[config.mk]
export PLATFORM = sky130hd
export DESIGN_NAME = csr_ctrl
export DESIGN_NICKNAME = d
export VERILOG_FILES = /design/src/rtl/csr_ctrl_pkg.sv /design/src/rtl/csr_ctrl_arb.sv /design/src/rtl/csr_ctrl.sv
export SDC_FILE = /design/constraint.sdc
export NUM_CORES = 1
export LEC_CHECK = 0
export ABC_AREA = 1
export CAP_MARGIN = 20
export CORE_MARGIN = 2
export CORE_UTILIZATION = 60
export CTS_BUF_LIST = sky130_fd_sc_hd__clkbuf_8
export CTS_CLUSTER_DIAMETER = 80
export DETAILED_ROUTE_END_ITERATION = 7
export DONT_BUFFER_PORTS = 1
export PLACE_DENSITY_LB_ADDON = 0.1
export SKIP_LAST_GASP = 1
export SYNTH_ARGS = -nofsm -noshare
export SYNTH_HDL_FRONTEND = slang
export SYNTH_HIERARCHICAL = 1
export SYNTH_SLANG_ARGS = --single-unit
[constraint.sdc]
create_clock -name clock -period 7.1 [get_ports clock]
set_clock_uncertainty 0.2 [all_clocks]
set_input_delay 1.42 -clock clock [delete_from_list [all_inputs] [get_ports clock]]
set_output_delay 1.42 -clock clock [all_outputs]
set_load 0.1 [all_outputs]
[src/rtl/csr_ctrl_pkg.sv]
// Shared register-width and CSR definitions for the CSR access controller.
// Operation encodings, supported CSR addresses and the read-modify-write helper live here.
package reg_defines;
  localparam int REG_W_END = 31;
endpackage

package csr_defines;
  import reg_defines::*;

  localparam int REG_W = REG_W_END + 1;

  typedef enum logic [1:0] {
    CSR_OP_RSVD = 2'b00,
    CSR_OP_RW   = 2'b01,
    CSR_OP_RS   = 2'b10,
    CSR_OP_RC   = 2'b11
  } csr_op_t;

  typedef enum logic [1:0] {
    ST_IDLE,
    ST_READ,
    ST_WRITE,
    ST_RESP
  } csr_state_t;

  localparam logic [11:0] CSR_MISA      = 12'h301;
  localparam logic [11:0] CSR_MVENDORID = 12'hF11;
  localparam logic [11:0] CSR_MARCHID   = 12'hF12;
  localparam logic [11:0] CSR_MCYCLE    = 12'hB00;
  localparam logic [11:0] CSR_MCYCLEH   = 12'hB80;
  localparam logic [11:0] CSR_MINSTRET  = 12'hB02;
  localparam logic [11:0] CSR_MINSTRETH = 12'hB82;

  function automatic logic csrKnown(input logic [11:0] addr);
    return (addr == CSR_MISA)    || (addr == CSR_MVENDORID) ||
           (addr == CSR_MARCHID) || (addr == CSR_MCYCLE)    ||
           (addr == CSR_MCYCLEH) || (addr == CSR_MINSTRET)  ||
           (addr == CSR_MINSTRETH);
  endfunction

  // Bitwise set/clear only; reserved op leaves the value untouched (it is rejected anyway).
  function automatic logic [REG_W-1:0] csrNewValue(input csr_op_t op,
                                                   input logic [REG_W-1:0] oldValue,
                                                   input logic [REG_W-1:0] operand);
    case (op)
      CSR_OP_RW: return operand;
      CSR_OP_RS: return oldValue | operand;
      CSR_OP_RC: return oldValue & ~operand;
      default:   return oldValue;
    endcase
  endfunction
endpackage

[src/rtl/csr_ctrl_arb.sv]
// Two-way round-robin arbiter: on a tie the requester not granted last wins.
module csr_rr_arb (
  input  logic       clock,
  input  logic       reset,
  input  logic [1:0] i_req,
  input  logic       i_en,
  output logic [1:0] o_grant
);
  logic r_lastDbg;

  always_comb begin
    o_grant = 2'b00;
    if (i_en) begin
      if (i_req == 2'b11) o_grant = r_lastDbg ? 2'b01 : 2'b10;
      else                o_grant = i_req;
    end
  end

  // Starts as "debug granted last" so the core wins the first tie.
  always_ff @(posedge clock or posedge reset) begin
    if (reset)            r_lastDbg <= 1'b1;
    else if (|o_grant)    r_lastDbg <= o_grant[1];
  end
endmodule

[src/rtl/csr_ctrl.sv]
// CSR access controller: arbitrates core/debug requests and performs
// read-modify-write sequences on a single CSR file port.
module csr_ctrl
  import csr_defines::*;
(
  input  logic             clock,
  input  logic             reset,
  input  logic             core_req_valid,
  output logic             core_req_ready,
  input  logic [1:0]       core_req_op,
  input  logic [11:0]      core_req_addr,
  input  logic [REG_W-1:0] core_req_wdata,
  input  logic             core_req_nowrite,
  output logic             core_rsp_valid,
  output logic [REG_W-1:0] core_rsp_rdata,
  output logic             core_rsp_illegal,
  input  logic             dbg_req_valid,
  output logic             dbg_req_ready,
  input  logic [1:0]       dbg_req_op,
  input  logic [11:0]      dbg_req_addr,
  input  logic [REG_W-1:0] dbg_req_wdata,
  input  logic             dbg_req_nowrite,
  output logic             dbg_rsp_valid,
  output logic [REG_W-1:0] dbg_rsp_rdata,
  output logic             dbg_rsp_illegal,
  output logic [11:0]      csr_addr,
  output logic             csr_wen,
  output logic [REG_W-1:0] csr_wdata,
  input  logic [REG_W-1:0] csr_rdata
);
  csr_state_t       r_state;
  logic             r_ownerDbg;
  csr_op_t          r_op;
  logic [11:0]      r_addr;
  logic [REG_W-1:0] r_operand;
  logic             r_nowrite;
  logic [REG_W-1:0] r_old;
  logic             r_csrWen;
  logic [REG_W-1:0] r_csrWdata;
  logic             r_coreRspValid, r_coreRspIllegal;
  logic [REG_W-1:0] r_coreRspRdata;
  logic             r_dbgRspValid, r_dbgRspIllegal;
  logic [REG_W-1:0] r_dbgRspRdata;

  logic [1:0]       w_grant;
  logic             w_writeIntent;
  logic             w_illegal;
  logic             w_goWrite;
  logic [REG_W-1:0] w_newValue;
  logic             w_rspFire;
  logic [REG_W-1:0] w_rspRdata;
  logic             w_rspIllegal;

  csr_rr_arb u_arb (
    .clock   (clock),
    .reset   (reset),
    .i_req   ({dbg_req_valid, core_req_valid}),
    .i_en    (r_state == ST_IDLE),
    .o_grant (w_grant)
  );

  assign core_req_ready = w_grant[0];
  assign dbg_req_ready  = w_grant[1];

  assign w_writeIntent = (r_op == CSR_OP_RW) ||
                         (((r_op == CSR_OP_RS) || (r_op == CSR_OP_RC)) && !r_nowrite);
  assign w_illegal     = (r_op == CSR_OP_RSVD) || !csrKnown(r_addr) ||
                         (w_writeIntent && (r_addr[11:10] == 2'b11));
  assign w_goWrite     = w_writeIntent && !w_illegal;
  assign w_newValue    = csrNewValue(r_op, csr_rdata, r_operand);

  // Response leaves READ directly for no-write/illegal accesses, otherwise after WRITE.
  assign w_rspFire    = ((r_state == ST_READ) && !w_goWrite) || (r_state == ST_WRITE);
  assign w_rspRdata   = (r_state == ST_WRITE) ? r_old : (w_illegal ? '0 : csr_rdata);
  assign w_rspIllegal = (r_state == ST_READ) && w_illegal;

  always_ff @(posedge clock or posedge reset) begin
    if (reset) begin
      r_state          <= ST_IDLE;
      r_ownerDbg       <= 1'b0;
      r_op             <= CSR_OP_RSVD;
      r_addr           <= '0;
      r_operand        <= '0;
      r_nowrite        <= 1'b0;
      r_old            <= '0;
      r_csrWen         <= 1'b0;
      r_csrWdata       <= '0;
      r_coreRspValid   <= 1'b0;
      r_coreRspRdata   <= '0;
      r_coreRspIllegal <= 1'b0;
      r_dbgRspValid    <= 1'b0;
      r_dbgRspRdata    <= '0;
      r_dbgRspIllegal  <= 1'b0;
    end else begin
      r_csrWen         <= 1'b0;
      r_coreRspValid   <= w_rspFire && !r_ownerDbg;
      r_coreRspRdata   <= (w_rspFire && !r_ownerDbg) ? w_rspRdata : '0;
      r_coreRspIllegal <= w_rspFire && !r_ownerDbg && w_rspIllegal;
      r_dbgRspValid    <= w_rspFire && r_ownerDbg;
      r_dbgRspRdata    <= (w_rspFire && r_ownerDbg) ? w_rspRdata : '0;
      r_dbgRspIllegal  <= w_rspFire && r_ownerDbg && w_rspIllegal;

      case (r_state)
        ST_IDLE: begin
          if (|w_grant) begin
            r_ownerDbg <= w_grant[1];
            r_op       <= csr_op_t'(w_grant[1] ? dbg_req_op : core_req_op);
            r_addr     <= w_grant[1] ? dbg_req_addr : core_req_addr;
            r_operand  <= w_grant[1] ? dbg_req_wdata : core_req_wdata;
            r_nowrite  <= w_grant[1] ? dbg_req_nowrite : core_req_nowrite;
            r_state    <= ST_READ;
          end
        end
        ST_READ: begin
          r_old <= csr_rdata;
          if (w_goWrite) begin
            r_csrWen   <= 1'b1;
            r_csrWdata <= w_newValue;
            r_state    <= ST_WRITE;
          end else begin
            r_state    <= ST_RESP;
          end
        end
        ST_WRITE: r_state <= ST_RESP;
        ST_RESP:  r_state <= ST_IDLE;
        default:  r_state <= ST_IDLE;
      endcase
    end
  end

  assign csr_addr         = r_addr;
  assign csr_wen          = r_csrWen;
  assign csr_wdata        = r_csrWdata;
  assign core_rsp_valid   = r_coreRspValid;
  assign core_rsp_rdata   = r_coreRspRdata;
  assign core_rsp_illegal = r_coreRspIllegal;
  assign dbg_rsp_valid    = r_dbgRspValid;
  assign dbg_rsp_rdata    = r_dbgRspRdata;
  assign dbg_rsp_illegal  = r_dbgRspIllegal;
endmodule

==> results.md <==
- Outcome: finished clean
- Share of cells above drive strength 1: under 10%
- Gr ovfl total: 0
- R2R depth: 12
- Cell Area, Placed: ~0.0082 sq mm
- H-tree lvl count: 4
- Cell internal pwr: 0.00206 W
- Tcrit/Tclk final: approximately 56%
- Number of antenna diodes: 0
- Ports: 245
- TritonCTS Sinks: 184
- P per Cell Area: 496 mW/mm^2
- Root Buffer: clkbuf_8
- Reg2Reg Setup Slack: 3340 ps
- Synth warn: 6
- TritonRoute pass-1 iters: 7
- Maximum VDD drop: 332 uV
- Final critical-path required period: 4000 ps
- Via count: 6,349
- Proportion of synthesized chip area in sequential cells: 56.1%
- Hold violation total from the final report: 0
- Global-route wire length before repair: between 30 and 40 mm
- Critical path class: primary input to primary output
- Worst rel slew slack: 31.6%
- Ys async rst share: 100%
- Final HPWL DP: 13.2 mm
- Comb pwr share: 29.4%
- Die width: 121 microns
- Initial antenna violation count: 0
- Post-CTS setup buffer count: 0
- Sequential fraction of design power: 54.8%
- CP Max Fanout: 34
- Final setup viols: 0
- Initial Util: between 60% and 70%
- TritonCTS clock tree: done
- NetSw: approximately 0.0022 W
- Post-CTS Hold Buffers: 0
- Startpoint types: primary input
- Critical R2R Launch: r_state[1]
- CP endpoint kind: primary output
- Vias in the first global route: 5,742
- Worst-Margin Slew: 1030 ps
- Max Buffers Root-to-Sink: 2
- RSZ-0062 raised after global routing: no
- Total GRT Usage: 27.4%
- Post-Syn Instances: 1,024
- Post-synth EDFFs: 0
- Post-synth top flop: dfrtp_1
- Slowest-stage cell, CP: buf_4
- Fmax: 250 MHz
- WL final: 19.3 mm
- Post-route cell area: roughly 0.0087 sq mm
- Row Count: 42
- Post-route setup TNS: 0 ps
- Routed vias/inst: 5.39
- Final GP Congestion: 0.822
- Worst EP arrival: between 2000 and 2500 ps
- Max stage delay on crit path: 560 ps
- CTS clk-pin slew, worst paths: 90 ps
- Most used cell, CP: nand2_1
- Required time worst endpoint: between 5000 and 6000 ps
- Sw Share: 52.0%
- Cells along the critical path: nand2_1 -> inv_1 -> nand2_1 -> inv_2 -> buf_4
- Worst Hold Class: register to register
- Netlist cell types: 27
- Largest net degree at the start of global routing: 128
- Clock Latency Late Sink: approximately 460 ps
- Clock power share: 15.7%
- Syn nets: 1,157
- Leak pwr: 4.38 nW
- Die ar.: roughly 0.015 sq mm
- Mean Syn Cell Area: between 8 and 9 sq um
- Synth Register Bits: 184
- Inserted Clock Buffers: 17
- Worst Hold Path EP: r_old[13]
- Max cap viols: 0
- Hold Startpoint: r_old[13]
- Detailed Route Iter0 Violations: 564
- Fin nets: 1,123
- Antenna Violating Nets Remaining: 0
- # DRC: 0
- Number of port buffers: 0
- Wire per inst: 16.4 microns
- # fillers: roughly 1,200
- Hold path depth: 2
- CTS resizes: 0
- Core area: 0.0133 sq mm
- Mapped Area: 0.00822 sq mm
- Die height: roughly 120 microns
- Area growth syn-to-layout: 5.34%
- Fin. max-slew vios: 0
- Reg-to-reg endpoint: csr_addr[8]
## worst max-delay path, delay by kind of cell
family | cells | cell delay [ps]
AND/OR/NAND/NOR | 2 | 100
buffers and inverters | 3 | 840
## routing by layer
metal,share of wire (%),vias up,track usage [%],wire (microns)
met5,0,-,0,0
met4,1.8,0,7.92,342
met3,8.2,24,7.47,1590
met2,44,282,38.3,8440
li1,-,3117,-,-
met1,46,2926,41.9,8950
## power by group through the flow
stage | clock [W] | combinational [W] | sequential [W]
2_1_floorplan | 0 | 0.00104 | 0.00229
3_3_place_gp | 0 | 0.00120 | 0.00236
3_5_place_dp | 0 | 0.00123 | 0.00237
4_1_cts | 0.000688 | 0.00123 | 0.00235
5_1_grt | 0.000738 | 0.00146 | 0.00239
6_report | 0.000674 | 0.00126 | 0.00235
## cells in the mapped netlist, types with 4 or more instances
cell      number  share of area [%]
buf_1         10               0.46
a21oi_1       35                2.1
nand3_1       35                2.1
nor2_1       154                7.0
dfrtp_1      183                 56
clkbuf_1      29                1.3
buf_4          4               0.37
buf_6          6               0.82
nand2_1      337                 15
inv_1         83                3.8
o21ai_1       10               0.61
o21ai_0       56                3.4
buf_2         16               0.97
a31oi_1       47                3.6
## cell usage in the layout (no fill, tap or decap), types with 9 or more instances in the layout
cell type    n
nand3_1     35
clkbuf_8    19
nor2_1     152
dfrtp_1    183
o21ai_1     10
a21oi_1     34
nand2_1    337
o21ai_0     56
a31oi_1     47
inv_1       82
buf_4        9
## per-stage QoR
step | std cells | power, W | hold WS [ps] | utilization, % | setup slack [ps]
floorplan | 1024 | 0.00333 | 242 | - | 508
global placement | 1144 | 0.00356 | 254 | 61.8 | 2770
CTS | 1176 | 0.00427 | 280 | 64.6 | 3110
detailed placement | 1144 | 0.00360 | 258 | 61.8 | 2700
global route | 1179 | 0.00459 | 300 | 65.1 | 2840
finish | 1179 | 0.00429 | 276 | 65.1 | 3100
## cell type report
class | instances | area, sq um | share of cell area, %
Sequential cell | 184 | 4610 | 53.2
Multi-Input combinational cell | 688 | 2980 | 34.5
Clock inverter | 13 | 121 | 1.40
Tap cell | 176 | 220 | 2.54
Inverter | 87 | 334 | 3.86
Timing Repair Buffer | 12 | 130 | 1.50
Clock buffer | 19 | 262 | 3.02
## flip-flops by register name, indices dropped and copies added, names as in the netlist
register,cells
r_nowrite,1
dbg_rsp_valid,1
csr_wdata,32
dbg_rsp_illegal,1
r_old,32
csr_addr,12
u_arb/r_lastDbg,1
csr_wen,1
r_operand,32
dbg_rsp_rdata,32
core_rsp_valid,1
r_state,2
core_rsp_illegal,1
core_rsp_rdata,32
r_ownerDbg,1
r_op,2
## kinds of logic (layout without fill, tap and decap cells)
group	after synthesis	after routing	synth area share, %
and+or+nand+nor	537	537	25.8
DFF	184	184	56.1
buffers and inverters	152	131	7.92
AOI/OAI and AO/OA	148	148	9.73
adders and majority gates	3	3	0.457
## worst max-delay path by stage
stage	from	slack, ps	cells after the start	endpoint
after floorplan	reset	510	1	core_rsp_illegal
after global placement	dbg_req_valid	2770	10	csr_addr[0]
after detailed placement	dbg_req_valid	2700	10	csr_addr[8]
after CTS	dbg_req_valid	3110	5	dbg_req_ready
after global routing	dbg_req_valid	2840	10	csr_addr[8]
final	dbg_req_valid	3100	5	dbg_req_ready
No activity file was read; power rests on OpenSTA's default activity.
